[src/rtl/mux_arb_pkg.sv]
// Shared definitions for the two-requester mux arbiter: state encoding and
// parameter defaults.
package mux_arb_pkg;
  typedef enum logic [1:0] {
    IDLE  = 2'd0,
    OWN_A = 2'd1,
    OWN_B = 2'd2,
    GAP   = 2'd3
  } arb_state_t;

  localparam int W_DEF        = 1;
  localparam int MAX_HOLD_DEF = 8;
endpackage

[src/rtl/mux2_w.sv]
// W-bit 2:1 datapath mux; sel = 1 picks b.
module mux2_w #(
  parameter int W = 1
) (
  input  logic         sel,
  input  logic [W-1:0] a,
  input  logic [W-1:0] b,
  output logic [W-1:0] y
);
  assign y = sel ? b : a;
endmodule

[src/rtl/mux_arbiter.sv]
// Two-requester arbiter owning a shared W-bit path: alternating priority,
// bounded tenure under contention, one dead cycle between owners.
module mux_arbiter
  import mux_arb_pkg::*;
#(
  parameter int W        = W_DEF,
  parameter int MAX_HOLD = MAX_HOLD_DEF
) (
  input  logic         clock,
  input  logic         reset,
  input  logic         req_a,
  input  logic         req_b,
  input  logic [W-1:0] a,
  input  logic [W-1:0] b,
  output logic         gnt_a,
  output logic         gnt_b,
  output logic         sel,
  output logic [W-1:0] out,
  output logic         out_valid
);
  localparam logic [7:0] HMAX = 8'(MAX_HOLD);

  arb_state_t state, state_n;
  logic [7:0] hcnt;
  logic       last_b;

  always_comb begin
    state_n = state;
    unique case (state)
      IDLE, GAP: begin
        // last_b = 1 means B was served last, so A wins a tie
        if (req_a && (!req_b || last_b)) state_n = OWN_A;
        else if (req_b)                  state_n = OWN_B;
        else                             state_n = IDLE;
      end
      OWN_A: if (!req_a || (hcnt == HMAX && req_b)) state_n = GAP;
      OWN_B: if (!req_b || (hcnt == HMAX && req_a)) state_n = GAP;
    endcase
  end

  always_ff @(posedge clock) begin
    if (reset) begin
      state  <= IDLE;
      gnt_a  <= 1'b0;
      gnt_b  <= 1'b0;
      sel    <= 1'b0;
      hcnt   <= 8'd0;
      last_b <= 1'b1;
    end else begin
      state <= state_n;
      gnt_a <= (state_n == OWN_A);
      gnt_b <= (state_n == OWN_B);
      if (state_n == OWN_A && state != OWN_A) begin
        sel  <= 1'b0;
        hcnt <= 8'd1;
      end else if (state_n == OWN_B && state != OWN_B) begin
        sel  <= 1'b1;
        hcnt <= 8'd1;
      end else if ((state == OWN_A || state == OWN_B) && hcnt != HMAX) begin
        hcnt <= hcnt + 8'd1;
      end
      if (state == OWN_A && state_n != OWN_A) last_b <= 1'b0;
      if (state == OWN_B && state_n != OWN_B) last_b <= 1'b1;
    end
  end

  mux2_w #(.W(W)) u_mux (
    .sel (sel),
    .a   (a),
    .b   (b),
    .y   (out)
  );

  assign out_valid = gnt_a | gnt_b;
endmodule

[config.mk]
export PLATFORM = sky130hd
export DESIGN_NAME = mux_arbiter
export DESIGN_NICKNAME = d
export VERILOG_FILES = /design/src/rtl/mux_arb_pkg.sv /design/src/rtl/mux2_w.sv /design/src/rtl/mux_arbiter.sv
export SDC_FILE = /design/constraint.sdc
export NUM_CORES = 1
export LEC_CHECK = 0
export ABC_AREA = 1
export CAP_MARGIN = 20
export CORE_AREA = 2 2 44 46
export CTS_CLUSTER_SIZE = 28
export DETAILED_ROUTE_END_ITERATION = 16
export DIE_AREA = 0 0 46 48
export HOLD_SLACK_MARGIN = 0.08
export PLACE_DENSITY = 0.71
export SETUP_SLACK_MARGIN = 0.2
export SYNTH_ARGS = -nofsm -noshare
export SYNTH_HDL_FRONTEND = slang
export SYNTH_HIERARCHICAL = 1
export SYNTH_SLANG_ARGS = --single-unit
[constraint.sdc]
create_clock -name clock -period 1.79 [get_ports clock]
set_input_delay 0.358 -clock clock [delete_from_list [all_inputs] [get_ports clock]]
set_output_delay 0.358 -clock clock [all_outputs]
set_load 0.1 [all_outputs]
==> flow_summary.toml, run 1 <==
[run_status]
status = "complete, no violations"

[clock_network]
clkSlewWorstSetupHoldPaths_ns = 0.08
h-tree-depth = 1
cts.hold.buffers_added = 0
numCtsBuffers = 3
tritoncts = "built"
cell_at_the_root_of_the_clock_tree = "clkbuf_4"
cts.sink_count = 14
worst_skew_pair.late_latency_ns = 0.28
ctsLongestPathBuffers = 2

[synth]
post_synth_top_area_share_pct = 33.7
yosys.area.top_type = "dfxtp_1"
synth.lib_cells_used.distinct = 21
synthTopCellsByArea = "dfxtp_1, nand2_1, inv_1, ha_1, nor2_2"
yosysWarningCount = 6
synthesis.instances = 111
syn-mean-instance-area_um2 = 7.50
synth.ff_latch_count = 14
synth_cell_area_um2 = 832
synth-seq-area-share_pct = 33.7
syn-num-nets = 121

[power_and_ir_drop]
pwr_density_cell_mw_per_mm2 = 1340
p_leak_nw = 0.474
overall_power_mw = 1.58
vdd_ir_drop_max_mv = 0.868

[placed_design]
gp_routability_congestion = 0.783
place.detailed.instances = 144
detailed_place_hpwl_um = 1170
portBuffers = 10

[min_path]
hp-class = "flop to flop"
worstHoldPathCells = 2

[critical_path]
setup.worst_path.end_class = "flop"
worst_ep_arrival_time_ns = 1.79
slowest_delay_ns = 0.36
worst-r2r-cell-count = 12
cpMaxStageDelayCell = "dfxtp_4"
cp_common_cell = "nand3_4"
worstPathMaxFanout = 7
worst-setup-path-type = "flop to flop"
crit_chain = "inv_4, ha_4, nand3_4, nor2_4, nand2_2, nand2_1, nand2_1, nand2_2, nand2_4, nand3_4, nand3_4, nor2_2"
crit_path_start_kind = "flop"
cp_data_required_time_ns = 2.01

[floorplanning]
die_area_mm2 = 0.00221
die_height_um = 48
rows = 15
initial_utilization_pct = 49.3
die-width_um = 46
area_of_the_core_region_mm2 = 0.00169
io-pin-count = 11

[drt]
drt_wl_total_um = 1680
drt_iter0_markers = 13
num_vias = 766
detail_route.first_pass.iterations = 4
routed_via_density = 5.11
drcViolationCount = 0
detail_route.wl_per_cell_um = 11.2
postRouteAntennaNets = 0

[layout]
layout.cells.most_common = "nand2_1"
areaGrowthSynthToFinish_pct = 41.8
nFillCells = 134
fraction_of_final_layout_cells_sized_beyond_drive_strength_1_pct = 42.1
final_net_count = 145
insertedDiodeCount = 0
layout.cells.most_common_list = "nand2_1, inv_1, buf_4, nor2_1"
finish.cell_count_without_fillers = 150

[grt]
grt_first_pass_wirelength_um = 2470
grt.total_usage_pct = 15.8
maximum_number_of_pins_on_one_net_before_global_route_repair = 8
first_global_vias = 615
overflow = 0
initial_antenna_violation_count = 0

[sta]
finalSetupViolCount = 0
max-slew-margin-rel_pct = 83.6
report.final.slew_viol_count = 0
rsz_0062_raised_after_global_routing = "yes"
final_hold_viol_count = 0
worst_slew_pin_slew_ns = 0.244
timing.fmax_mhz = 639
fin_crit_sh_pct = 87.5
fin_setup_tns_ns = 0
timing.clock.skew_ns = 0.00227
fin_crit_ns = 1.57
finalHoldWorstSlack_ns = 0.479

[job]
cap_viol_max_count = 0
==> area by class of cell <==
cell class | count | area, um2 | area share (%)
clock buffer | 3 | 22.5 | 1.91
inverter | 20 | 77.6 | 6.57
multi-input combinational | 77 | 547 | 46.3
sequential | 14 | 294 | 24.9
tap | 17 | 21.3 | 1.80
timing repair buffer | 19 | 218 | 18.5
==> cells in the mapped netlist <==
cell and instances:
dfxtp_1 14, nand2_1 24, nand4_2 1, xor2_1 4, nand3_2 1, nor2_1 9, inv_2 2, nand3_4 2
ha_1 4, a21oi_1 4, nand3_1 4, nand2_4 1, nor2_2 7, o21ai_0 3, nand4_1 1, nor2_4 3
or2_2 1, nand2_2 2, nor3_1 3, xnor2_1 3, inv_1 18
==> state kept, by name, summed over array words and instances (netlist names) <==
| register | cells |
|---|---|
| gnt_b | 1 |
| gnt_a | 1 |
| sel | 1 |
| last_b | 1 |
| hcnt | 8 |
| state | 2 |
==> worst paths after layout <==
check	start	endpoint	slack [ns]
worst max-delay path	hcnt[0]	hcnt[5]	0.22
worst min-delay path	last_b	last_b	0.48
worst max register to register	hcnt[0]	hcnt[5]	0.22
worst min register to register	last_b	last_b	0.48
==> where the power goes <==
part	switching, mW	leakage, nW	internal, mW	total (mW)
Sequential	0.0490	0.117	0.377	0.426
Clock	0.0959	0.0138	0.0780	0.174
Combinational	0.595	0.343	0.386	0.981
==> logic make-up after synthesis <==
kind of cell	after synthesis	share of synthesized area (%)
simple gates	59	39.7
compound gates	7	4.21
fa+ha+maj	4	6.02
buf+inv	20	9.02
flops	14	33.7
xor+xnor	7	7.37
==> metrics by stage <==
| stage | cell area, um2 | setup WS (ns) | utilization, % |
|---|---|---|---|
| after floorplan | 838 | 0.0105 | - |
| after global placement | 1050 | -0.0674 | 62.4 |
| after detailed placement | 1050 | -0.0621 | 62.4 |
| after CTS | 1110 | 0.200 | 65.6 |
| after global routing | 1180 | 0.120 | 69.9 |
| final | 1180 | 0.224 | 69.9 |
==> per-layer routing <==
layer	track usage [%]	vias up	wire [um]
met5	0	-	0
met4	6.86	0	31
met3	3.40	5	86
met2	25.3	28	799
met1	20.5	344	760
li1	-	389	-
==> critical path, delay by kind of cell, from the launching register on <==
kind | cells | cell delay, ns
adders and majority gates | 1 | 0.12
and+or+nand+nor | 10 | 0.96
DFF | 1 | 0.36
buffers and inverters | 1 | 0.06
==> repair_timing <==
action,4_1_cts,5_1_grt
setup buffers,1,2
resized for setup,7,17
endpoints found under the setup margin,12,13
pin swaps,4,14
Power figures use the tool's default switching activity.
==> inputs of run 2 (changes only) <==
- MAX_ROUTING_LAYER: unset -> met4
==> flow_summary.toml, run 2 (synthesis results as in run 1) <==
[run_status]
status = "complete, no violations"

[power_and_ir_drop]
switching_share_pct = 46.8
overall_power_mw = 1.58
vdd_ir_drop_max_mv = 0.867
seq_power_share_pct = 27.0
pwr_density_cell_mw_per_mm2 = 1340
combinationalPowerShare_pct = 62.1
clock_power_share_pct = 10.9
p_leak_nw = 0.474
net-switching-power_mw = 0.739
internal_power_mw = 0.841

[floorplanning]
initial_utilization_pct = 49.3
area_of_the_core_region_mm2 = 0.00169
die-width_um = 46
die_height_um = 48
rows = 15
die_area_mm2 = 0.00221
io-pin-count = 11

[sta]
timing.clock.skew_ns = 0.00230
rsz_0062_raised_after_global_routing = "yes"
final_hold_viol_count = 0
fin_crit_sh_pct = 87.5
worst_slew_pin_slew_ns = 0.238
finalSetupViolCount = 0
report.final.slew_viol_count = 0
max-slew-margin-rel_pct = 84.0
fin_crit_ns = 1.57
finalHoldWorstSlack_ns = 0.479
timing.fmax_mhz = 639

[layout]
final_net_count = 145
biggestRegsByFlops = "hcnt x8, state x2"
largest_register_ffs = 8
layout.cells.most_common_list = "nand2_1, inv_1, buf_4, nor2_1"
insertedDiodeCount = 0
layout.cells.most_common = "nand2_1"
fraction_of_final_layout_cells_sized_beyond_drive_strength_1_pct = 42.1
finish.cell_count_without_fillers = 150
nFillCells = 134
areaGrowthSynthToFinish_pct = 41.8
largest-register = "hcnt"

[critical_path]
cp_common_cell = "nand3_4"
worst-setup-path-type = "flop to flop"
critical_path_buf_inv_count = 1
crit_chain = "inv_4, ha_4, nand3_4, nor2_4, nand2_2, nand2_1, nand2_1, nand2_2, nand2_4, nand3_4, nand3_4, nor2_2"
worst_ep_arrival_time_ns = 1.79
setup.worst_path.end_class = "flop"
cpMaxStageDelayCell = "dfxtp_4"
crit_family = "simple AND/OR/NAND/NOR gates"
cp_data_required_time_ns = 2.01
slowest_delay_ns = 0.36
crit_path_start_kind = "flop"
worstPathMaxFanout = 7

[drt]
routed_via_density = 5.05
detail_route.wl_per_cell_um = 11.2
wirelength_met1_um = 762
route.met2.wl_um = 813
detail_route.first_pass.iterations = 4
postRouteAntennaNets = 0
drcViolationCount = 0
routed.top_layer = "met4"
drt_iter0_markers = 13
num_vias = 758
drt_wl_total_um = 1690
route.met3.wl_um = 87

[grt]
overflow = 0
first_global_vias = 616
maximum_number_of_pins_on_one_net_before_global_route_repair = 8
grt.total_usage_pct = 16.3
grt_first_pass_wirelength_um = 2460
initial_antenna_violation_count = 0

[placed_design]
place.detailed.instances = 144
portBuffers = 10
detailed_place_hpwl_um = 1170
gp_routability_congestion = 0.794

[job]
cap_viol_max_count = 0

[clock_network]
clkSlewWorstSetupHoldPaths_ns = 0.08
cts.hold.buffers_added = 0
tritoncts = "built"
worst_skew_pair.late_latency_ns = 0.27
ctsLongestPathBuffers = 2
cts.sink_count = 14
numCtsBuffers = 3
cell_at_the_root_of_the_clock_tree = "clkbuf_4"
h-tree-depth = 1

[min_path]
hp-class = "flop to flop"
run 2: cell counts in the layout (fill, tap and decap cells not counted):
Identical to the previous run, type by type.
run 2: final cells by class:
type                            count  area, um2  share of cell area (%)
Tap cell                           17       21.3                    1.80
Sequential cell                    14        294                    24.9
Timing Repair Buffer               19        218                    18.5
Clock buffer                        3       22.5                    1.91
Multi-Input combinational cell     77        547                    46.3
Inverter                           20       77.6                    6.57
run 2: what timing repair did:
item,4_1_cts,5_1_grt
resized for setup,7,17
pin swaps,4,14
hold endpoints to repair,0,0
setup endpoints to repair,12,13
gates cloned,0,0
setup buffers,1,2
run 2: path summary, 6_finish.rpt:
kind | from | to | slack [ns] | cells after the start
setup / recovery | hcnt[0] | hcnt[5] | 0.22 | 12
hold / removal | last_b | last_b | 0.48 | 2
setup reg to reg | hcnt[0] | hcnt[5] | 0.22 | 12
hold reg to reg | last_b | last_b | 0.48 | 2
run 2: through the flow:
| step | util [%] | setup TNS, ns | setup WS (ns) | area [um2] |
|---|---|---|---|---|
| after CTS | 65.6 | 0 | 0.200 | 1110 |
| after detailed placement | 62.4 | -0.420 | -0.0621 | 1050 |
| final | 69.9 | 0 | 0.224 | 1180 |
| after floorplan | - | 0 | 0.0105 | 838 |
| after global placement | 62.4 | -0.423 | -0.0674 | 1050 |
| after global routing | 69.9 | 0 | 0.120 | 1180 |
run 2: power groups by stage:
stage                     Clock, mW  Combinational (mW)  Sequential (mW)
after global placement            0               0.846            0.415
after CTS                     0.177               0.894            0.416
after floorplan                   0               0.488            0.515
after detailed placement          0               0.855            0.416
after global routing          0.193                1.06            0.434
final                         0.173               0.982            0.426
run 2: worst min-delay path, stage by stage (launching register included):
cell	delay (ns)
dfxtp_1	0.32
nand2_1	0.06
nand2_1	0.05
run 2: layer usage:
layer	track usage, %	vias up
met5	-	-
met4	6.86	0
met3	3.40	4
met2	25.3	23
met1	20.5	343
li1	-	388
